**src/rtl/cve2_mem_arbiter.sv**
```systemverilog
// Shares one memory port between the CVE2 instruction and data ports and routes
// each response back to its owner. Define CVE2_ARB_ROUND_ROBIN_EN for alternating priority.
module cve2_mem_arbiter #(
    parameter int MaxOutstanding = 2
) (
    input  logic        clk_i,
    input  logic        rst_i,

    input  logic        instr_req_i,
    output logic        instr_gnt_o,
    output logic        instr_rvalid_o,
    input  logic [31:0] instr_addr_i,
    output logic [31:0] instr_rdata_o,
    output logic        instr_err_o,

    input  logic        data_req_i,
    output logic        data_gnt_o,
    output logic        data_rvalid_o,
    input  logic        data_we_i,
    input  logic [3:0]  data_be_i,
    input  logic [31:0] data_addr_i,
    input  logic [31:0] data_wdata_i,
    output logic [31:0] data_rdata_o,
    output logic        data_err_o,

    output logic        mem_req_o,
    input  logic        mem_gnt_i,
    input  logic        mem_rvalid_i,
    output logic        mem_we_o,
    output logic [3:0]  mem_be_o,
    output logic [31:0] mem_addr_o,
    output logic [31:0] mem_wdata_o,
    input  logic [31:0] mem_rdata_i,
    input  logic        mem_err_i,

    output logic        resp_unexp_o
);

    localparam int PtrW = (MaxOutstanding > 1) ? $clog2(MaxOutstanding) : 1;
    localparam int CntW = $clog2(MaxOutstanding + 1);
    localparam logic [PtrW-1:0] PtrLast = PtrW'(MaxOutstanding - 1);
    localparam logic [CntW-1:0] CntFull = CntW'(MaxOutstanding);

    typedef enum logic {
        IDLE = 1'b0,
        HOLD = 1'b1
    } state_t;

    state_t state_q, state_d;

    // Request attributes captured when a request stalls, so HOLD is immune to requester changes.
    logic        owner_q;
    logic        we_q;
    logic [3:0]  be_q;
    logic [31:0] addr_q;
    logic [31:0] wdata_q;

    // Ownership FIFO: 0 = instruction, 1 = data.
    logic [MaxOutstanding-1:0] fifo_q;
    logic [PtrW-1:0]           wr_ptr_q;
    logic [PtrW-1:0]           rd_ptr_q;
    logic [CntW-1:0]           count_q;

    logic full;
    logic empty;
    logic any_req;
    logic sel;
    logic owner;
    logic push;
    logic pop;
    logic head;
    logic resp_live;
    logic capture;

    assign full    = (count_q == CntFull);
    assign empty   = (count_q == '0);
    assign any_req = instr_req_i | data_req_i;
    assign head    = fifo_q[rd_ptr_q];

`ifdef CVE2_ARB_ROUND_ROBIN_EN
    logic prio_q;  // 1 favours data, 0 favours instruction

    always_ff @(posedge clk_i) begin
        if (rst_i) begin
            prio_q <= 1'b1;
        end else if (push) begin
            prio_q <= ~owner;
        end
    end

    always_comb begin
        sel = data_req_i;
        if (instr_req_i && data_req_i) begin
            sel = prio_q;
        end
    end
`else
    always_comb begin
        sel = data_req_i;
    end
`endif

    always_ff @(posedge clk_i) begin
        if (rst_i) begin
            state_q <= IDLE;
        end else begin
            state_q <= state_d;
        end
    end

    always_comb begin
        state_d     = state_q;
        mem_req_o   = 1'b0;
        owner       = sel;
        mem_we_o    = 1'b0;
        mem_be_o    = 4'b1111;
        mem_addr_o  = instr_addr_i;
        mem_wdata_o = '0;
        capture     = 1'b0;
        case (state_q)
            IDLE: begin
                mem_req_o = any_req & ~full;
                if (sel) begin
                    mem_we_o    = data_we_i;
                    mem_be_o    = data_be_i;
                    mem_addr_o  = data_addr_i;
                    mem_wdata_o = data_wdata_i;
                end
                if (mem_req_o && !mem_gnt_i) begin
                    state_d = HOLD;
                    capture = 1'b1;
                end
            end
            HOLD: begin
                // Stays asserted even if the requester withdraws; no abort path.
                mem_req_o   = 1'b1;
                owner       = owner_q;
                mem_we_o    = we_q;
                mem_be_o    = be_q;
                mem_addr_o  = addr_q;
                mem_wdata_o = wdata_q;
                if (mem_gnt_i) begin
                    state_d = IDLE;
                end
            end
            default: begin
                state_d = IDLE;
            end
        endcase
    end

    always_ff @(posedge clk_i) begin
        if (rst_i) begin
            owner_q <= 1'b0;
            we_q    <= 1'b0;
            be_q    <= 4'b0000;
            addr_q  <= '0;
            wdata_q <= '0;
        end else if (capture) begin
            owner_q <= owner;
            we_q    <= mem_we_o;
            be_q    <= mem_be_o;
            addr_q  <= mem_addr_o;
            wdata_q <= mem_wdata_o;
        end
    end

    assign push = mem_req_o & mem_gnt_i;

    assign instr_gnt_o = push & ~owner;
    assign data_gnt_o  = push & owner;

    assign resp_live = mem_rvalid_i & ~rst_i;
    assign pop       = resp_live & ~empty;

    always_ff @(posedge clk_i) begin
        if (rst_i) begin
            fifo_q   <= '0;
            wr_ptr_q <= '0;
            rd_ptr_q <= '0;
            count_q  <= '0;
        end else begin
            if (push) begin
                fifo_q[wr_ptr_q] <= owner;
                wr_ptr_q         <= (wr_ptr_q == PtrLast) ? '0 : wr_ptr_q + 1'b1;
            end
            if (pop) begin
                rd_ptr_q <= (rd_ptr_q == PtrLast) ? '0 : rd_ptr_q + 1'b1;
            end
            case ({push, pop})
                2'b10:   count_q <= count_q + 1'b1;
                2'b01:   count_q <= count_q - 1'b1;
                default: count_q <= count_q;
            endcase
        end
    end

    assign instr_rvalid_o = pop & ~head;
    assign data_rvalid_o  = pop & head;
    assign instr_rdata_o  = mem_rdata_i;
    assign data_rdata_o   = mem_rdata_i;
    assign instr_err_o    = mem_err_i;
    assign data_err_o     = mem_err_i;
    assign resp_unexp_o   = resp_live & empty;

endmodule
```
**config.mk**
```make
export PLATFORM = sky130hd
export DESIGN_NAME = cve2_mem_arbiter
export DESIGN_NICKNAME = d
export VERILOG_FILES = /design/src/rtl/cve2_mem_arbiter.sv
export SDC_FILE = /design/constraint.sdc
export NUM_CORES = 1
export LEC_CHECK = 0
export BUFFER_PORTS_ARGS = -buffer_cell sky130_fd_sc_hd__buf_2
export CAP_MARGIN = 20
export CORE_AREA = 2 2 108 110
export DETAILED_ROUTE_END_ITERATION = 8
export DIE_AREA = 0 0 110 112
export GPL_ROUTABILITY_DRIVEN = 0
export MAX_ROUTING_LAYER = met4
export PLACE_DENSITY = 0.88
export SLEW_MARGIN = 10
export SYNTH_ARGS = -nofsm -noshare
export SYNTH_HDL_FRONTEND = slang
export SYNTH_SLANG_ARGS = --single-unit
```
**constraint.sdc**
```tcl
create_clock -name clk_i -period 4.4 [get_ports clk_i]
set_clock_uncertainty 0.2 [all_clocks]
set_input_delay 0.88 -clock clk_i [delete_from_list [all_inputs] [get_ports clk_i]]
set_output_delay 0.88 -clock clk_i [all_outputs]
set_load 0.02 [all_outputs]
```
* After elaboration in Yosys (flattened, before gate mapping)
Index checks and enable logic that the tools add are counted.
** Word-level totals
- Register bits after elaboration :: 77
- Word-level logic and storage cells :: 63
- Output and inout port bits :: 141
** Operators by class
- Eq/ne operators :: 3
- Bitwise gates (word level) :: 16
- Magnitude comparators :: 3
- Add/subtract/negate cells :: 4
- Reduce and logical (&&, ||, !) cells :: 5
- Muxes and demuxes :: 22
** Operators with widths (number)
- $pmux 32 s2 :: 2
- $mux 32 :: 2
- $mux 1 :: 10
- $and 1x1->1 :: 9
- $pmux 4 s2 :: 1
- $not 1->1 :: 6
- $pmux 1 s2 :: 3
- $eq 2x2->1 const B :: 2
- $lt 1x2->1 const B :: 2
- $mux 4 :: 1
- $pmux 2 s2 :: 1
- $add 1x1->1 const B :: 2
- $add 2x1->2 const B :: 1
- $bwmux 2 :: 1
- $eq 2x1->1 const B :: 1
- $logic_and 1x1->1 :: 2
- $logic_not 2->1 :: 1
- $reduce_bool 2->1 :: 1
- $sub 2x1->2 const B :: 1
- $demux 1 s1 :: 1
- $ge 1x1->1 const B :: 1
- $logic_not 1->1 :: 1
- $or 1x1->1 :: 1

* Longest topological paths before layout
Gate-level depths: netlist of the first run.
- Depth after elaboration :: 7
- Depth in mapped cells :: 8
- Gate-level depth less buffers :: 7

* Least setup slack after synthesis of the first run
Ideal clock, no wire load.
- Kind :: input port to output port
- From :: input data_req_i
- To :: output mem_wdata_o[14]
- Cell stages on the path :: 5
- Setup slack :: 1226 ps
- Data required time :: 3320 ps
- Arrival time :: 2094 ps
- Cell sequence :: buf_2 buf_2 clkbuf_1 nand2_1 o21ai_0
** On the way
- Longest elaborated chain between the ends :: 2
** Ends and longest elaborated chain
- start: declaration :: line 16 : input logic data_req_i,
- $mux 32 :: line 123 : if (sel) begin
- $pmux 32 s2 :: line 120 : case (state_q)
- end: declaration :: line 32 : output logic [31:0] mem_wdata_o,
No other way between the ends.

* Worst setup path after layout of the first run
- From :: register state_q
- To :: output instr_gnt_o
** On the way
- Longest elaborated chain between the ends :: 4
** Ends and longest elaborated chain
- start: declaration :: line 49 : state_t state_q, state_d;
- start signal: assignment :: line 107 : state_q <= state_d;
- $not 1->1
- $pmux 1 s2 :: line 120
- $and 1x1->1 :: line 168 : assign push = mem_req_o & mem_gnt_i;
- $and 1x1->1 * :: line 170 : assign instr_gnt_o = push & ~owner;
- end: declaration :: line 10 : output logic instr_gnt_o,
Mark *: on every way between the ends. The rest lies on a longest branch, timed or not.

==> flow_summary_export.csv, run 1 <==
group,metric,value,unit
routing,vias,4146,
pwr,share_seq_of_total_power,38.4,%
global_route,antenna_found_initial,0,
final_layout,final_core_util,47.9,%
final_layout,final_cell_area,0.00536,sq mm
global_route,grt_max_degree,99,
synthesis,synth_edf_count,0,
synthesis,synth_common_cells,"145 x nand2_1, 77 x dfxtp_1, 73 x a21oi_1",
sta,tns,0,ns
placement,placed_cell_area,0.00503,sq mm
placement,portBuffers,181,
sta,hold_viol,0,
clock_tree,hold_buffers,0,
setup_path,slowest_stage,"dfxtp_4",
synthesis,synth.top_cells.by_area,"dfxtp_1 34%, mux2_2 16%, nand2_1 12%",
clock_tree,cts.repair.resized,0,
clock_tree,cts-root-buf,"clkbuf_16",
synthesis,synth.avg_cell_area,7.85,sq um
setup_path,crit_buf_inv,2,
run_status,status,"completed",
pwr,pwr-share-clk,38.6,%
synthesis,async_flop_share,0,%
sta,period_minus_slack,3.48,ns
sta,max_slew.worst_pin.slew,1.06,ns
die,placementRows,39,
routing,drc,0,
min_path,hold_class,"reg2reg",
placement,dp_hpwl,7310,microns
die,die_width,110,microns
setup_path,slowest_delay,1.04,ns
synthesis,yosysTopAreaCellShare,33.6,%
routing,dr.pass1.iters,5,
setup_path,crit_family,"flip-flops",
synthesis,ys_warn_count,0,
die,die_area,0.0123,sq mm
routing,wl_met3,966,microns
setup_path,critPathRequiredTime,3.32,ns
clock_tree,clock-sinks,77,
synthesis,seq_area_frac_synth,33.6,%
clock_tree,h-tree-depth,3,
clock_tree,clk_latency,0.33,ns
final_layout,syn_to_final_growth,16.8,%
global_route,grt_overflow,0,
final_layout,fin_cells,817,
final_layout,n_antenna_cell,0,
pwr,power.internal,1.47,mW
sta,setup_slack,0.923,ns
die,io_pins,281,
sta,holdWs,0.250,ns
sta,fin_crit_sh,79.0,%
routing,routed_wl,10800,microns
placement,post-place-ws,1.13,ns
synthesis,synth_top_cell_by_area,"dfxtp_1",
routing,postRouteAntennaNets,0,
setup_path,endpoint_kind,"primary output",
synthesis,synth_flop_cell,"dfxtp_1",
setup_path,cp_max_fo,98,
setup_path,worstSetupPathType,"reg2out",
clock_tree,clockBufferDepth,2,
clock_tree,clkSlewWorstSetupHoldPaths,0.06,ns
die,start_util,41.0,%
pwr,netSwitchingFraction,28.9,%
clock_tree,cts_tree,"yes",
routing,met2WireLength,5410,microns
synthesis,syn_area,0.00458,sq mm
die,coreArea,0.0112,sq mm
routing,highest_layer,"met4",
flow_run,maxCapViolations,0,
final_layout,nets,810,
pwr,power.leakage,2.32,nW
global_route,grt_pass1_vias,3740,
pwr,totalPowerFinal,2.07,mW
synthesis,ys_types,33,
setup_path,cp_data_arrival_time,2.40,ns
sta,slew_headroom,29.5,%
final_layout,drive_above_1_share,40.7,%
sta,rsz0062_at_grt,"false",
synthesis,synth.most_common_cell,"nand2_1",
pwr,p_comb_share,23.0,%
synthesis,yosys_register_bits,77,
final_layout,n_fill_cell,1062,
global_route,grt_util_all_layers,17.9,%
sta,setup_viol,0,
pwr,irDropWorstVdd,177,uV
global_route,grt_pass1_wl,17100,microns
setup_path,crit_path_start_kind,"flop",
sta,drv_slew,0,
die,fp.dieH,112,microns
synthesis,syn_nets,725,
sta,fmax,288,MHz
routing,wl_per_cell,13.2,microns
clock_tree,numCtsBuffers,9,
routing,viasPerCell,5.07,
placement,placedCellCount,801,
pwr,p_sw,600,uW
synthesis,synth_cells,584,
routing,wl_met1,4240,microns
pwr,p_per_area,387,mW/mm^2
clock_tree,postCtsSetupRepairBufs,0,
routing,dr.first_iter.drc_count,209,
setup_path,path_cells,"nor2b_2 -> buf_4 -> a21oi_1 -> and3_1 -> buf_2",
==> per-layer routing <==
| layer | global-route usage, % | vias to the layer above |
|---|---|---|
| met2 | 31.7 | 182 |
| met4 | 5.40 | 0 |
| met1 | 18.6 | 1870 |
| met5 | - | - |
| li1 | - | 2072 |
| met3 | 5.62 | 22 |
==> power by group through the flow <==
stage / Combinational [mW] / Clock [mW] / Sequential [mW]
after CTS: 0.482 / 0.826 / 0.797
after floorplan: 0.443 / 0 / 0.784
final: 0.477 / 0.801 / 0.797
after global placement: 0.472 / 0 / 0.810
after detailed placement: 0.480 / 0 / 0.812
after global routing: 0.527 / 0.859 / 0.805
==> final timing paths <==
kind / from / cells after the start / slack [ns] / end
max: state_q$_SDFF_PP0_ / 5 / 0.92 / instr_gnt_o
min: addr_q[23]$_SDFFE_PP0P_ / 2 / 0.25 / addr_q[23]$_SDFFE_PP0P_
max reg2reg: state_q$_SDFF_PP0_ / 4 / 1.49 / be_q[0]$_SDFFE_PP0P_
min reg2reg: addr_q[23]$_SDFFE_PP0P_ / 2 / 0.25 / addr_q[23]$_SDFFE_PP0P_
==> logic make-up after synthesis <==
logic type / share of synthesized area (%)
AO/OA/AOI/OAI: 14.5
adder cells (fa/ha/maj): 0.273
AND/OR/NAND/NOR: 19.1
multiplexers: 15.9
flip-flops: 33.6
buffers and inverters: 16.0
XOR/XNOR: 0.573
==> placed cells by master, fill, tap and decap left out, types with 6 or more instances in the layout <==
master | Yosys | layout
a21oi_1 | 73 | 73
a22o_1 | 12 | 12
buf_2 | 15 | 181
clkbuf_16 | 0 | 9
dfxtp_1 | 77 | 76
mux2_2 | 64 | 64
nand2_1 | 145 | 145
nand3_1 | 31 | 31
nor2_1 | 7 | 7
nor3b_1 | 6 | 6
o21ai_0 | 22 | 22
==> sequential cells by signal (all words and copies together), names as in the netlist <==
signal	cells
wr_ptr_q	1
be_q	4
state_q	1
wdata_q	32
owner_q	1
rd_ptr_q	1
count_q	2
fifo_q	2
addr_q	32
we_q	1
==> final cells by class <==
class / instances / area (sq um) / area share [%]
repair buffers: 187 / 963 / 18.0
clock buffers: 12 / 256 / 4.79
well taps: 143 / 179 / 3.34
multi-input cells: 389 / 2320 / 43.4
inverters: 5 / 18.8 / 0.350
clock inverters: 4 / 70.1 / 1.31
flip-flops and latches: 77 / 1550 / 28.8
==> worst register-to-register path, stage by stage, from the launching register on <==
cell	delay (ns)
dfxtp_4	0.64
or4_2	1.12
buf_4	0.37
nor3b_1	0.34
a211oi_2	0.09
No activity file was read; power rests on OpenSTA's default activity.
==> inputs of run 2 (changes only) <==
- ABC_AREA: unset -> 1
- CORE_AREA: 2 2 108 110 -> unset
- CORE_MARGIN: unset -> 2
- CORE_UTILIZATION: unset -> 40
- DIE_AREA: 0 0 110 112 -> unset
- PLACE_DENSITY: 0.88 -> 0.89
- clock period: 4.4 -> 2.9 ns (I/O delays scaled with it)
==> run 2 against run 1 <==
Flip-flop and latch count is the same. Via count grew 12%. Critical path depth is 1 higher. Routed wire length rose by 13%. Die area grew 2.2%.
==> flow_summary_export.csv, run 2 <==
group,metric,value,unit
synthesis,yosys_register_bits,77,
setup_path,endpoint_kind,"primary output",
die,placementRows,39,
final_layout,final_cell_mix,"230 x nand2_1, 181 x buf_2, 129 x nor2_1, 76 x dfxtp_1, 50 x inv_1",
clock_tree,cts.repair.resized,0,
setup_path,r2r_slack,0.88,ns
run_status,status,"completed",
synthesis,synth_edf_count,0,
global_route,grt.met3_usage,5.62,%
setup_path,crit_family,"buffers and inverters",
synthesis,yosysTopAreaCellShare,32.9,%
synthesis,ys_warn_count,0,
die,io_pins,281,
sta,hold_viol,0,
pwr,irDropWorstVdd,235,uV
global_route,grt_pass1_vias,4263,
die,coreArea,0.0114,sq mm
clock_tree,cts-root-buf,"clkbuf_16",
clock_tree,clk_latency,0.32,ns
routing,postRouteAntennaNets,0,
routing,vias,4643,
synthesis,ys_types,24,
final_layout,n_antenna_cell,0,
final_layout,final_core_util,48.0,%
final_layout,final_cell_area,0.00548,sq mm
clock_tree,clockBufferDepth,2,
pwr,power.leakage,2.90,nW
die,die_area,0.0126,sq mm
clock_tree,h-tree-depth,3,
routing,routed_wl,12200,microns
setup_path,crit_path_start_kind,"flop",
sta,drv_slew,0,
setup_path,cp_max_fo,31,
placement,post-place-ws,0.434,ns
routing,dr.pass1.iters,5,
final_layout,fin_cells,988,
global_route,grt_pass1_wl,19500,microns
global_route,use_met2,34.3,%
placement,portBuffers,181,
setup_path,slowest_delay,0.33,ns
die,fp.dieH,112,microns
clock_tree,clock-sinks,77,
setup_path,cp_data_arrival_time,1.76,ns
global_route,use_met1,21.9,%
sta,fmax,394,MHz
global_route,grt_overflow,0,
sta,rsz0062_at_grt,"false",
final_layout,nets,981,
setup_path,crit_path_frequent_cell,"buf_4",
synthesis,synth_cells,742,
routing,dr.first_iter.drc_count,215,
global_route,antenna_found_initial,0,
setup_path,path_cells,"buf_4 -> nor2_2 -> buf_4 -> nand2_1 -> o21ai_0 -> buf_2",
synthesis,synth.most_common_cell,"nand2_1",
routing,wl_per_cell,12.3,microns
clock_tree,cts_tree,"yes",
sta,period_minus_slack,2.54,ns
global_route,grt_max_degree,60,
synthesis,syn_nets,883,
final_layout,drive_above_1_share,26.4,%
global_route,grt_util_all_layers,19.4,%
setup_path,critPathRequiredTime,2.12,ns
sta,max_slew.worst_pin.slew,0.636,ns
sta,tns,0,ns
routing,viasPerCell,4.70,
synthesis,async_flop_share,0,%
placement,dp_hpwl,9020,microns
pwr,p_per_area,553,mW/mm^2
placement,placedCellCount,972,
sta,fin_crit_sh,87.5,%
final_layout,syn_to_final_growth,17.0,%
synthesis,synth.avg_cell_area,6.31,sq um
final_layout,final_common_cell,"nand2_1",
die,start_util,41.0,%
setup_path,crit_buf_inv,3,
placement,placed_cell_area,0.00520,sq mm
sta,setup_viol,0,
synthesis,syn_area,0.00468,sq mm
synthesis,synth_flop_cell,"dfxtp_1",
min_path,hold_class,"reg2reg",
clock_tree,numCtsBuffers,9,
final_layout,largestRegisters,"addr_q: 32 flops, wdata_q: 32 flops, be_q: 4 flops",
clock_tree,hold_buffers,0,
setup_path,slowest_stage,"dfxtp_2",
sta,setup_slack,0.363,ns
sta,slew_headroom,57.6,%
synthesis,synth_common_cells,"231 x nand2_1, 130 x nor2_1, 77 x dfxtp_1",
global_route,busiest_layer,"met2",
synthesis,synth.top_cells.by_area,"dfxtp_1 33%, nand2_1 19%, buf_4 11%",
die,die_width,112,microns
flow_run,maxCapViolations,0,
synthesis,synth_top_cell_by_area,"dfxtp_1",
clock_tree,postCtsSetupRepairBufs,0,
routing,drc,0,
setup_path,worstSetupPathType,"reg2out",
synthesis,seq_area_frac_synth,32.9,%
clock_tree,clkSlewWorstSetupHoldPaths,0.06,ns
## run 2: cell types whose count changed after synthesis, sizes merged, moves of 7 or more
cell / delta
clkbuf: -15
a22o: -9
nand2: +87
a21oi: -42
nor2: +124
mux2i: +20
buf: +12
o21ai: +36
nor3b: -7
inv: +48
nand3: -12
mux2: -64
## run 2: tightest hold or removal path, delay by kind of cell, from the launching register on
kind,cells,cell delay [ns]
and+or+nand+nor,1,0.06
DFF,1,0.31
AOI/OAI and AO/OA,1,0.05
## run 2: kinds of logic after synthesis
logic type                 synth area share, %
AOI/OAI and AO/OA                         10.1
adders and majority gates                0.267
buffers and inverters                     20.2
DFF                                       32.9
muxes                                     4.49
and+or+nand+nor                           32.1
## run 2: where the power goes
group	switching, mW	internal [mW]	total, mW
Sequential	0.0432	1.15	1.20
Clock	0.436	0.599	1.04
Combinational	0.507	0.289	0.796
Total	0.986	2.04	3.03
## run 2: cell type report
| type | instances | area, sq um |
|---|---|---|
| fill | 1186 | 5940 |
| multi-input combinational | 501 | 2200 |
| sequential | 77 | 1540 |
| timing repair buffer | 197 | 1080 |
| clock buffer | 10 | 239 |
| inverter | 54 | 203 |
| tap | 143 | 179 |
| clock inverter | 6 | 38.8 |
## run 2: per-stage QoR
step           hold slack [ns]  total power [mW]
2_1_floorplan            0.239              1.89
3_3_place_gp             0.249              2.00
3_5_place_dp             0.254              2.02
4_1_cts                  0.263              3.08
5_1_grt                  0.284              3.22
6_report                 0.262              3.03
## run 2: path summary, 6_finish.rpt
check,from,endpoint,depth (start not counted)
worst max-delay path,state_q$_SDFF_PP0_,mem_wdata_o[30],6
worst min-delay path,wdata_q[22]$_SDFFE_PP0P_,wdata_q[22]$_SDFFE_PP0P_,2
worst min register to register,wdata_q[22]$_SDFFE_PP0P_,wdata_q[22]$_SDFFE_PP0P_,2
worst max register to register,state_q$_SDFF_PP0_,count_q[1]$_SDFFE_PP0P_,8
## run 2: layer usage
metal / vias to the layer above / wire (microns) / share of wire, %
met5: - / 0 / 0
met2: 204 / 5890 / 48
met3: 14 / 1010 / 8.3
li1: 2416 / - / -
met1: 2009 / 5140 / 42
met4: 0 / 112 / 0.92
==> inputs of run 3 (changes only) <==
- CORE_AREA: unset -> 2 2 108 110
- CORE_MARGIN: 2 -> unset
- CORE_UTILIZATION: 40 -> unset
- DIE_AREA: unset -> 0 0 110 112
- clock period: 2.9 -> 3.25 ns (I/O delays scaled with it)
==> run 3 against run 2 <==
Combinational power decreased by 12%. Sequential power decreased by 11%. Setup slack gained 0.079 ns. Final area fell by 0.78%. Non-clock buffer count shrank 4. Flip-flop and latch count stayed put. Die area decreased by 2.2%. Highest routed layer unchanged.
==> flow_summary_export.csv, run 3 (same netlist as run 2, synthesis figures left out) <==
group,metric,value,unit
sta,fin_crit_sh,86.4,%
flow_run,maxCapViolations,0,
final_layout,fin_cells,984,
sta,period_minus_slack,2.81,ns
sta,fmax,356,MHz
clock_tree,clk_latency,0.33,ns
sta,setup_viol,0,
final_layout,drive_above_1_share,25.9,%
setup_path,crit_path_frequent_cell,"buf_2",
pwr,power.leakage,2.88,nW
final_layout,n_antenna_cell,0,
routing,drc,0,
clock_tree,postCtsSetupRepairBufs,0,
run_status,status,"completed",
final_layout,final_cell_area,0.00544,sq mm
clock_tree,cts_tree,"yes",
clock_tree,clkSlewWorstSetupHoldPaths,0.06,ns
setup_path,slowest_stage,"nor2_2",
placement,portBuffers,181,
setup_path,critPathRequiredTime,2.40,ns
die,start_util,41.9,%
die,coreArea,0.0112,sq mm
placement,placedCellCount,968,
sta,slew_headroom,55.7,%
die,fp.dieH,112,microns
setup_path,path_cells,"buf_2 -> inv_2 -> nor2_2 -> buf_4 -> nand2_1 -> o21ai_1 -> buf_2",
global_route,grt_max_degree,60,
pwr,p_per_area,510,mW/mm^2
final_layout,final_core_util,48.7,%
setup_path,cp_data_arrival_time,1.96,ns
routing,postRouteAntennaNets,0,
routing,dr.first_iter.drc_count,300,
sta,rsz0062_at_grt,"false",
placement,placed_cell_area,0.00513,sq mm
final_layout,largestRegisters,"addr_q: 32 flops, wdata_q: 32 flops, be_q: 4 flops",
clock_tree,numCtsBuffers,9,
final_layout,final_cell_mix,"230 x nand2_1, 181 x buf_2, 129 x nor2_1, 76 x dfxtp_1, 50 x inv_1",
routing,viasPerCell,4.79,
routing,wl_per_cell,12.7,microns
die,io_pins,281,
global_route,grt_overflow,0,
setup_path,endpoint_kind,"primary output",
sta,drv_slew,0,
clock_tree,cts.repair.resized,0,
clock_tree,clockBufferDepth,2,
setup_path,slowest_delay,0.39,ns
sta,max_slew.worst_pin.slew,0.663,ns
die,die_width,110,microns
clock_tree,h-tree-depth,3,
routing,vias,4713,
global_route,antenna_found_initial,0,
sta,tns,0,ns
pwr,irDropWorstVdd,275,uV
pwr,totalPowerFinal,2.77,mW
setup_path,crit_path_start_kind,"input pin",
final_layout,n_fill_cell,1141,
final_layout,final_common_cell,"nand2_1",
clock_tree,clock-sinks,77,
min_path,hold_class,"reg2reg",
routing,dr.pass1.iters,6,
global_route,grt_pass1_vias,4281,
die,placementRows,39,
setup_path,cp_max_fo,14,
clock_tree,hold_buffers,0,
clock_tree,cts-root-buf,"clkbuf_16",
final_layout,nets,977,
routing,routed_wl,12500,microns
sta,hold_viol,0,
final_layout,syn_to_final_growth,16.1,%
setup_path,worstSetupPathType,"in2out",
placement,dp_hpwl,9010,microns
global_route,grt_pass1_wl,19700,microns
die,die_area,0.0123,sq mm
global_route,grt_util_all_layers,20.7,%
==> run 3: cell types whose count changed in the layout (fill, tap and decap cells not counted), sizes merged <==
cell,previous run,this run
bufinv,0,1
clkinv,4,3
clkbuf,10,11
buf,197,193
clkinvlp,2,1
==> run 3: metal layers <==
| layer | GRT usage [%] | wire length [microns] | vias up |
|---|---|---|---|
| li1 | - | - | 2412 |
| met1 | 22.9 | 5050 | 2078 |
| met2 | 34.4 | 5950 | 194 |
| met3 | 6.32 | 1160 | 29 |
| met4 | 7.76 | 319 | 0 |
| met5 | - | 0 | - |
==> run 3: critical path: cells and delay by family <==
| kind | cells | cell delay (ns) |
|---|---|---|
| AO/OA/AOI/OAI | 1 | 0.11 |
| AND/OR/NAND/NOR | 2 | 0.46 |
| buffers and inverters | 4 | 0.73 |
==> run 3: path summary, 6_finish.rpt <==
kind | startpoint | endpoint | slack [ns] | cells past startpoint
hold / removal | wdata_q[17]$_SDFFE_PP0P_ | wdata_q[17]$_SDFFE_PP0P_ | 0.26 | 2
setup reg to reg | state_q$_SDFF_PP0_ | wdata_q[15]$_SDFFE_PP0P_ | 1.20 | 6
setup / recovery | data_req_i | mem_wdata_o[4] | 0.44 | 7
hold reg to reg | wdata_q[17]$_SDFFE_PP0P_ | wdata_q[17]$_SDFFE_PP0P_ | 0.26 | 2
==> run 3: layout make-up <==
cell class / instances / area, sq um / area share [%]
clock buffers: 11 / 243 / 4.46
inverters: 54 / 203 / 3.73
repair buffers: 193 / 1010 / 18.6
well taps: 143 / 179 / 3.29
flip-flops and latches: 77 / 1540 / 28.4
clock inverters: 5 / 60.1 / 1.10
multi-input cells: 501 / 2200 / 40.5
==> run 3: power by group <==
| part | switching [mW] | internal [mW] |
|---|---|---|
| Sequential | 0.0387 | 1.03 |
| Clock | 0.389 | 0.617 |
| Combinational | 0.454 | 0.245 |
==> run 3: per-stage QoR <==
| step | setup WS, ns | hold WS [ns] |
|---|---|---|
| detailed placement | 0.438 | 0.252 |
| finish | 0.442 | 0.262 |
| global placement | 0.480 | 0.249 |
| CTS | 0.426 | 0.262 |
| global route | 0.254 | 0.274 |
| floorplan | 0.559 | 0.239 |
